<file path="src/rtl/counter_pkg.sv">
// Shared constants and helpers for the counter block.
// Build option: define COUNTER_SATURATE_EN to make the counter saturate instead of wrap.
package counter_pkg;

  localparam int unsigned COUNTER_DEFAULT_WIDTH = 8;

  // All-ones value for a counter of the given width (1..32)
  function automatic logic [31:0] max_count(input int unsigned width);
    logic [31:0] ones;
    ones = 32'hFFFF_FFFF;
    return ones >> (32 - width);
  endfunction

endpackage

</file>
<file path="src/rtl/counter_next.sv">
// Combinational next-value logic for the counter.
// Build option: COUNTER_SATURATE_EN selects hold-at-max instead of wrap-to-zero.
module counter_next
  import counter_pkg::*;
#(
  parameter int unsigned WIDTH = COUNTER_DEFAULT_WIDTH
) (
  input  logic [WIDTH-1:0] cur,
  input  logic             inc,
  output logic [WIDTH-1:0] nxt
);

  localparam logic [WIDTH-1:0] MAX_VAL = WIDTH'(max_count(WIDTH));

  logic w_at_max;

  assign w_at_max = (cur == MAX_VAL);

  always_comb begin
    nxt = cur;
    if (inc) begin
`ifdef COUNTER_SATURATE_EN
      // Pinned at the top value; further increments are dropped
      if (!w_at_max) begin
        nxt = cur + WIDTH'(1);
      end
`else
      nxt = w_at_max ? '0 : cur + WIDTH'(1);
`endif
    end
  end

endmodule

</file>
<file path="src/rtl/counter.sv">
// Parameterised up-counter: async active-high reset, increments while inc is high.
// Build option: COUNTER_SATURATE_EN (handled in counter_next) saturates at the maximum.
module counter
  import counter_pkg::*;
#(
  parameter int unsigned WIDTH = COUNTER_DEFAULT_WIDTH
) (
  input  logic             clk,
  input  logic             rst,
  input  logic             inc,
  output logic [WIDTH-1:0] count
);

  logic [WIDTH-1:0] r_count;
  logic [WIDTH-1:0] w_nxt;

  counter_next #(
    .WIDTH(WIDTH)
  ) u_next (
    .cur(r_count),
    .inc(inc),
    .nxt(w_nxt)
  );

  // Count register; reset clears it without waiting for a clock edge
  always_ff @(posedge clk or posedge rst) begin
    if (rst) begin
      r_count <= '0;
    end else begin
      r_count <= w_nxt;
    end
  end

  assign count = r_count;

endmodule

</file>
<file path="config.mk">
export PLATFORM = sky130hd
export DESIGN_NAME = counter
export DESIGN_NICKNAME = d
export VERILOG_FILES = /design/src/rtl/counter_pkg.sv /design/src/rtl/counter_next.sv /design/src/rtl/counter.sv
export SDC_FILE = /design/constraint.sdc
export NUM_CORES = 1
export LEC_CHECK = 0
export ABC_CLOCK_PERIOD_IN_PS = 1400
export BUFFER_PORTS_ARGS = -buffer_cell sky130_fd_sc_hd__buf_2
export CAP_MARGIN = 20
export CORE_AREA = 2 2 39 41
export CTS_CLUSTER_SIZE = 20
export DETAILED_ROUTE_END_ITERATION = 6
export DIE_AREA = 0 0 41 43
export GPL_ROUTABILITY_DRIVEN = 0
export GPL_TIMING_DRIVEN = 0
export PLACE_DENSITY_LB_ADDON = 0.2
export SKIP_LAST_GASP = 1
export SYNTH_ARGS = -nofsm -noshare
export SYNTH_HDL_FRONTEND = slang
export SYNTH_SLANG_ARGS = --single-unit
</file>
<file path="constraint.sdc">
create_clock -name clk -period 1.4 [get_ports clk]
set_input_delay 0.21 -clock clk [delete_from_list [all_inputs] [get_ports clk]]
set_output_delay 0.21 -clock clk [all_outputs]
set_load 0.05 [all_outputs]
</file>
==> results of run 1 <==
## what timing repair did
| action | 4_1_cts | 5_1_grt |
|---|---|---|
| endpoints found under the setup margin | 0 | 0 |
| endpoints found under the hold margin | 8 | 0 |
| hold buffers | 1 | 0 |
| resized for setup | 0 | 0 |
## routing by layer
| metal | vias up | wire [um] | GRT usage, % |
|---|---|---|---|
| li1 | 165 | - | - |
| met1 | 141 | 342 | 12.8 |
| met2 | 6 | 333 | 15.0 |
| met3 | 2 | 35 | 7.85 |
| met4 | 0 | 10 | 4.00 |
| met5 | - | 0 | 0 |
## Yosys cell counts, types with 2 or more instances
master,instances
nand3_1,4
o211ai_1,2
inv_1,2
nand4_1,2
nor2_1,3
nand2_1,4
dfrtp_1,8
xnor2_1,3
## critical path: stages (launching register included)
cell     delay [ps]
dfrtp_2         390
ha_1            200
nand4_1         230
nor2_1          190
xor2_1          190
## path summary, 6_finish.rpt
check                           cells past startpoint                   end  slack (ps)            startpoint
min in group asynchronous                           3  count[4]$_DFFE_PP0P_         440                   rst
worst max-delay path                                4  count[6]$_DFFE_PP0P_         120  count[0]$_DFFE_PP0P_
worst min-delay path                                3  count[2]$_DFFE_PP0P_         280                   inc
worst max register to register                      4  count[6]$_DFFE_PP0P_         120  count[0]$_DFFE_PP0P_
max in group asynchronous                           3  count[2]$_DFFE_PP0P_         710                   rst
worst min register to register                      1  count[3]$_DFFE_PP0P_         520  count[3]$_DFFE_PP0P_
## logic make-up (layout without fill, tap and decap cells)
| logic type | count (synthesis) | count (layout) | share of synthesized area (%) |
|---|---|---|---|
| simple gates | 17 | 17 | 24.6 |
| mux | 1 | 1 | 2.88 |
| flops | 8 | 8 | 51.1 |
| compound gates | 4 | 4 | 7.35 |
| fa+ha+maj | 1 | 1 | 3.19 |
| xor+xnor | 4 | 4 | 8.95 |
| buf+inv | 2 | 17 | 1.92 |
## metrics by stage
step | hold slack, ps | setup slack, ps | instance area (um2) | utilization, %
after floorplan | 25.2 | 40.3 | 400 | -
after global placement | 183 | 105 | 470 | 34.0
after detailed placement | 174 | 106 | 470 | 34.0
after CTS | 274 | 93.0 | 507 | 36.6
after global routing | 309 | 22.4 | 507 | 36.6
final | 281 | 115 | 507 | 36.6
## final cells by class
| cell class | count | area [um2] |
|---|---|---|
| multi-input cells | 27 | 184 |
| well taps | 16 | 20.0 |
| repair buffers | 11 | 60.1 |
| fillers | 136 | 877 |
| inverters | 2 | 7.51 |
| flip-flops and latches | 8 | 209 |
| clock buffers | 4 | 26.3 |
## where the power goes
part	switching, mW	internal, mW	leakage, nW
Sequential	0.127	0.343	0.0834
Combinational	0.465	0.187	0.119
Clock	0.0745	0.109	0.0150
==> reports/qor.yml, run 1 <==
dp_hpwl_um: 554
outcome: "finished, final reports clean"
yosys.area.top_type_share_pct: 51.1
synth_edf_count: 0
finalSetupViolCount: 0
start_kind: "flop"
cts.sinks: 8
arrival_ps: 1450
start_util_pct: 28.3
yosysWarnings: 0
ys_seq_elements: 8
slew_headroom_pct: 79.7
fin_crit_ps: 1280
port_buffers: 10
max_cap_violations: 0
cts_setup_buffers: 0
slew_viol_final: 0
synth.avg_cell_area_um2: 10.6
synth_flop_cell: "dfrtp_1"
synth.area.top_cells: "dfrtp_1 (51%), xnor2_1 (6.7%), nand3_1 (5.1%)"
clk_pin_slew_worst_paths_ps: 50
wl_um: 721
tightest_slew_ps: 305
irDropWorstVdd_v: 0.00104
die_w_um: 41
setup_tns_ps: 0
root_buffer: "clkbuf_4"
syn-num-nets: 41
yosysSeqAreaShare_pct: 51.1
first_iter_violations: 5
dr_total_vias: 314
cts_buffers: 3
fin_cells: 68
io-pin-count: 11
powerDensity_mw_per_mm2: 2580
vias_per_cell: 4.62
crit_type: "reg2reg"
drc_errors: 0
insertion_delay_ps: 250
num-nets-final: 57
drive_gt1_share_pct: 42.3
antenna_cells: 0
synth.largest_area_cell: "dfrtp_1"
syn2layout_area_growth_pct: 29.4
dieArea_mm2: 0.00176
cts_tree: "built"
finalClockSkew_ps: 4.71
grt_max_degree: 9
timing.final.hold_violations: 0
yosysUniqueCellTypes: 17
synth_area_um2: 392
clk_path_buf_depth: 2
fmax_mhz: 778
end_kind: "flop"
critPathMaxFanout: 5
total_power_mw: 1.31
detail-route-antenna-nets: 0
num_rows: 14
drt_pass1_iterations: 3
wl_per_cell_um: 10.6
final_common_cell: "buf_2"
worstPathRequired_ps: 1560
leakage_nw: 0.218
grt_pass1_wl_mm: 1.26
holdCritPathClass: "in2reg"
ys_async_sr_fraction_pct: 100
grt_pass1_vias: 304
antenna_found_initial: 0
largest_reg_flops: 8
mostFrequentLayoutCells: "buf_2 (10), dfrtp_2 (7), nand2_1 (4), nand3_1 (4)"
fp.coreArea_mm2: 0.00138
overflow: 0
fin_crit_sh_pct: 91.8
rsz0062_at_grt: "no"
dp_cells: 63
die_h_um: 43
synth_cells: 37
htreeDepth: 1
grtUsageTotal_pct: 10.9
Note: power is estimated with default switching activity, not from simulation.
==> run 2, diff against run 1 <==
Settings changed: ABC_AREA set to 1.
==> reports/qor.yml, run 2 <==
num_rows: 14  # unchanged
setup_tns_ps: 0  # unchanged
fin_crit_ps: 1190  # -91.8 ps
worstPathRequired_ps: 1190  # -370 ps
crit_type: "reg2out"
syn-num-nets: 54  # +32%
detail-route-antenna-nets: 0  # unchanged
start_util_pct: 30.7  # +2.4 points
mostFrequentLayoutCells: "nand2_1 (10), buf_2 (10), inv_1 (9)"
first_iter_violations: 3  # -2
arrival_ps: 980  # -470 ps
root_buffer: "clkbuf_4"
yosysWarnings: 0  # unchanged
wl_per_cell_um: 9.89  # -6.7%
synth_edf_count: 0  # unchanged
io-pin-count: 11  # unchanged
cp_slowest_cell: "dfrtp_1"
grtUsageTotal_pct: 11.5  # +0.61 points
synth.area.top_cells: "dfrtp_1 (47%), nand2_1 (8.8%), inv_1 (7.9%)"
tightest_slew_ps: 327  # +22.8 ps
end_kind: "output port"
fillerInstances: 155  # +14%
grt_pass1_wl_mm: 1.32  # +4.9%
slew_headroom_pct: 78.1  # -1.5 points
drc_errors: 0  # unchanged
fin_cells: 81  # +19%
port_buffers: 10  # unchanged
overflow: 0  # unchanged
outcome: "finished, final reports clean"
grt_pass1_vias: 309  # +1.6%
critPathMaxFanout: 6  # +1
rsz0062_at_grt: "no"
largest_reg_flops: 8  # unchanged
antenna_cells: 0  # unchanged
synth_area_um2: 425  # +8.6%
max_cap_violations: 0  # unchanged
drive_gt1_share_pct: 29.2  # -13 points
worst_path_largest_cell_delay_ps: 430  # +40 ps
whs_path_depth: 2  # -1
reg2reg_depth: 6  # +2
placed_area_um2: 498  # +5.9%
drt_pass1_iterations: 3  # unchanged
dp_cells: 76  # +21%
path_buf_inv: 1  # +1
grt_max_degree: 9  # unchanged
dp_hpwl_um: 614  # +11%
synth.largest_area_cell: "dfrtp_1"
ys_seq_elements: 8  # unchanged
synth.avg_cell_area_um2: 8.51  # -20%
dr_total_vias: 352  # +12%
clk_pin_slew_worst_paths_ps: 60  # about the same
fin_area_um2: 534  # +5.4%
fin_crit_sh_pct: 85.2  # -6.6 points
crit_family: "flip-flops"
cts_resized: 0  # unchanged
die_w_um: 41  # unchanged
synth_flop_cell: "dfrtp_1"
finalClockSkew_ps: 1.79  # -2.92 ps
antenna_found_initial: 0  # unchanged
synth_cells: 50  # +35%
fmax_mhz: 838  # +7.7%
cts_tree: "built"
timing.final.hold_violations: 0  # unchanged
synth_commonest_cells: "nand2_1 (10), inv_1 (9), dfrtp_1 (8)"
hold_end: "count[1]$_DFFE_PP0P_"
cp_cell_sequence: "buf_2"
wl_um: 801  # +11%
syn2layout_area_growth_pct: 25.6
ys_async_sr_fraction_pct: 100  # unchanged
seq_area_um2: 203  # -3.0%
cts.sinks: 8  # unchanged
yosysSeqAreaShare_pct: 47.1  # -4.1 points
clk_path_buf_depth: 2  # unchanged
insertion_delay_ps: 250  # about the same
hp-start: "inc"
holdCritPathClass: "in2reg"
slew_viol_final: 0  # unchanged
multi_input_area_um2: 191  # +4.1%
cts_buffers: 3  # unchanged
r2r-end: "count[3]$_DFFE_PP0P_"
yosysMostFrequentCell: "nand2_1"
die_h_um: 43  # unchanged
htreeDepth: 1  # unchanged
rrSetupSlack_ps: 210  # +90 ps
yosys.area.top_type_share_pct: 47.1  # -4.1 points
dieArea_mm2: 0.00176  # unchanged
vias_per_cell: 4.35  # -5.9%
rr_startpoint: "count[0]$_DFFE_PP0P_"
yosysUniqueCellTypes: 16  # -1
start_kind: "flop"
fp.coreArea_mm2: 0.00138  # unchanged
num-nets-final: 70  # +23%
finalSetupViolCount: 0  # unchanged
path_depth: 1  # -3
-- run 2: through the flow --
| stage | hold slack, ps | setup slack (ps) | util [%] |
|---|---|---|---|
| 2_1_floorplan | 25.5 | 96.0 | - |
| 3_3_place_gp | 176 | 223 | 36.0 |
| 3_5_place_dp | 178 | 213 | 36.0 |
| 4_1_cts | 287 | 186 | 38.6 |
| 5_1_grt | 315 | 113 | 38.6 |
| 6_report | 290 | 207 | 38.6 |
-- run 2: cell type report --
| class | count | share of cell area [%] |
|---|---|---|
| Inverter | 9 | 6.32 |
| Sequential cell | 8 | 37.9 |
| Clock buffer | 4 | 4.92 |
| Tap cell | 16 | 3.75 |
| Multi-Input combinational cell | 33 | 35.8 |
| Timing Repair Buffer | 11 | 11.2 |
-- run 2: how the worst max path moves through the flow --
stage	startpoint	endpoint
2_1_floorplan	count[4]$_DFFE_PP0P_	count[7]$_DFFE_PP0P_
4_1_cts	count[3]$_DFFE_PP0P_	count[3]
5_1_grt	count[0]$_DFFE_PP0P_	count[3]$_DFFE_PP0P_
6_report	count[3]$_DFFE_PP0P_	count[3]
3_3_place_gp	count[0]$_DFFE_PP0P_	count[0]$_DFFE_PP0P_
3_5_place_dp	count[0]$_DFFE_PP0P_	count[0]$_DFFE_PP0P_
-- run 2: timing repair --
| item | in CTS | in global routing |
|---|---|---|
| hold buffers | 1 | 0 |
| endpoints found under the hold margin | 8 | 0 |
| buffers inserted | 0 | 0 |
-- run 2: cell families (layout without fill, tap and decap cells) --
logic type	count (synthesis)	count (layout)	synth area share, %
simple gates	25	25	28.2
buf+inv	9	24	7.94
flops	8	8	47.1
xor+xnor	4	4	8.24
compound gates	2	2	2.94
fa+ha+maj	1	1	2.94
mux	1	1	2.65
-- run 2: routing by layer --
| layer | vias to the layer above | wire length [um] | global-route usage, % |
|---|---|---|---|
| li1 | 186 | - | - |
| met1 | 160 | 361 | 14.4 |
| met2 | 4 | 411 | 16.3 |
| met3 | 2 | 21 | 4.71 |
| met4 | 0 | 6 | 6.00 |
| met5 | - | 0 | 0 |
Power of run 2 is not shown: default switching activity piles up to over one toggle a cycle in this logic, so the estimate is an artifact.
==> run 3, diff against run 2 <==
--- a/constraint.sdc
+++ b/constraint.sdc
@@ -3,2 +3,2 @@
 set_output_delay 0.21 -clock clk [all_outputs]
-set_load 0.05 [all_outputs]
+set_load 0.02 [all_outputs]
==> reports/qor.yml, run 3 (same netlist as run 2, synthesis figures left out) <==
dp_cells: 76  # unchanged
fp.coreArea_mm2: 0.00138  # unchanged
vias_per_cell: 4.45  # +2.4%
worstPathRequired_ps: 1540  # +350 ps
p_sw_mw: 0.539
start_kind: "flop"
fin_crit_sh_pct: 85.0  # -0.22 points
wl_um: 763  # -4.7%
total_power_mw: 1.18
use_met3_pct: 7.85  # +3.1 points
dr_total_vias: 356  # +1.1%
htreeDepth: 1  # unchanged
detail-route-antenna-nets: 0  # unchanged
port_buffers: 10  # unchanged
irDropWorstVdd_v: 0.000796
clk_pin_slew_worst_paths_ps: 50  # about the same
outcome: "finished, final reports clean"
num_rows: 14  # unchanged
holdCritPathClass: "in2reg"
intPower_mw: 0.638
fin_crit_ps: 1190  # -3.05 ps
clk_path_buf_depth: 2  # unchanged
powerDensity_mw_per_mm2: 2230
critPathMaxFanout: 4  # -2
finalWorstSetupSlack_ps: 210  # +3.05 ps
cts_buffers: 3  # unchanged
crit_type: "reg2reg"
finalSetupViolCount: 0  # unchanged
tightest_slew_ps: 321  # -6.09 ps
max_cap_violations: 0  # unchanged
antenna_found_initial: 0  # unchanged
finalClockSkew_ps: 6.75  # +4.96 ps
grt_use_met2_pct: 17.2  # +0.94 points
p_sw_share_pct: 45.8
fillerInstances: 141  # -9.0%
largest_reg_flops: 8  # unchanged
dp_hpwl_um: 569  # -7.4%
overflow: 0  # unchanged
grt_pass1_wl_mm: 1.25  # -5.2%
seq_power_share_pct: 39.6
syn2layout_area_growth_pct: 24.1
arrival_ps: 1330  # +350 ps
fmax_mhz: 840  # +0.26%
drt_pass1_iterations: 3  # unchanged
die_h_um: 43  # unchanged
antenna_cells: 0  # unchanged
num-nets-final: 70  # unchanged
clkPwrFrac_pct: 15.2
cts_tree: "built"
post-place-ws_ps: 205  # -8.56 ps
insertion_delay_ps: 260  # about the same
first_iter_violations: 4  # +1
cts_setup_buffers: 0  # unchanged
dieArea_mm2: 0.00176  # unchanged
grtUsageTotal_pct: 11.3  # -0.20 points
die_w_um: 41  # unchanged
p_comb_share_pct: 45.2
slew_headroom_pct: 78.5  # +0.41 points
grt_max_degree: 9  # unchanged
mostFrequentLayoutCells: "nand2_1 (10), buf_2 (10), inv_1 (9)"
wl_per_cell_um: 9.54  # -3.6%
slew_viol_final: 0  # unchanged
fin_cells: 80  # -1.2%
use_met1_pct: 10.8  # -3.6 points
rsz0062_at_grt: "no"
drc_errors: 0  # unchanged
root_buffer: "clkbuf_4"
end_kind: "flop"
setup_tns_ps: 0  # unchanged
grt_busiest_layer: "met2"
leakage_nw: 0.294
grt_pass1_vias: 331  # +7.1%
cts.sinks: 8  # unchanged
timing.final.hold_violations: 0  # unchanged
drive_gt1_share_pct: 26.6  # -2.7 points
io-pin-count: 11  # unchanged
start_util_pct: 30.7  # unchanged
postLayoutCoreUtil_pct: 38.2  # -0.45 points
-- run 3: changes by cell type in the layout (fill, tap and decap cells not counted) --
cell      previous run  this run
clkbuf_1             1         0
dfrtp_2              2         0
dfrtp_1              6         8
-- run 3: path summary, 6_finish.rpt --
path | endpoint | cells after the start | from | slack (ps)
hold / removal | count[1]$_DFFE_PP0P_ | 2 | inc | 290
min in group asynchronous | count[2]$_DFFE_PP0P_ | 3 | rst | 440
hold reg to reg | count[1]$_DFFE_PP0P_ | 1 | count[1]$_DFFE_PP0P_ | 550
setup / recovery | count[0]$_DFFE_PP0P_ | 6 | count[0]$_DFFE_PP0P_ | 210
setup reg to reg | count[0]$_DFFE_PP0P_ | 6 | count[0]$_DFFE_PP0P_ | 210
max in group asynchronous | count[0]$_DFFE_PP0P_ | 3 | rst | 710
-- run 3: cell type report --
| class | count | area [um2] | area share, % |
|---|---|---|---|
| well taps | 16 | 20.0 | 3.79 |
| inverters | 9 | 33.8 | 6.40 |
| multi-input cells | 33 | 191 | 36.3 |
| flip-flops and latches | 8 | 200 | 37.9 |
| clock buffers | 3 | 22.5 | 4.27 |
| repair buffers | 11 | 60.1 | 11.4 |
-- run 3: critical path, cell delays in order (launching register included) --
cell     delay [ps]
dfrtp_1         410
ha_1            210
nand3_1          90
nor2_1          130
nand2_1         110
inv_1            90
nor2_1           40
-- run 3: power by group through the flow --
stage               Sequential (mW)  Clock, mW  Combinational, mW
floorplan                     0.587          0              0.255
global placement              0.468          0              0.531
detailed placement            0.470          0              0.539
CTS                           0.467      0.189              0.541
global route                  0.488      0.208              0.603
finish                        0.466      0.179              0.532
-- run 3: repair_timing --
| item | CTS | global route |
|---|---|---|
| hold buffers | 1 | 0 |
| hold endpoints to repair | 8 | 0 |
| gates resized for setup | 0 | 0 |
-- run 3: through the flow --
stage	area [um2]	hold slack, ps
5_1_grt	528	275
6_report	528	288
3_3_place_gp	495	175
3_5_place_dp	495	178
4_1_cts	528	281
2_1_floorplan	425	25.7
-- run 3: routing by layer --
metal / vias up / wire (um)
met3: 2 / 47
li1: 181 / -
met4: 0 / 14
met1: 165 / 337
met5: - / 0
met2: 8 / 363
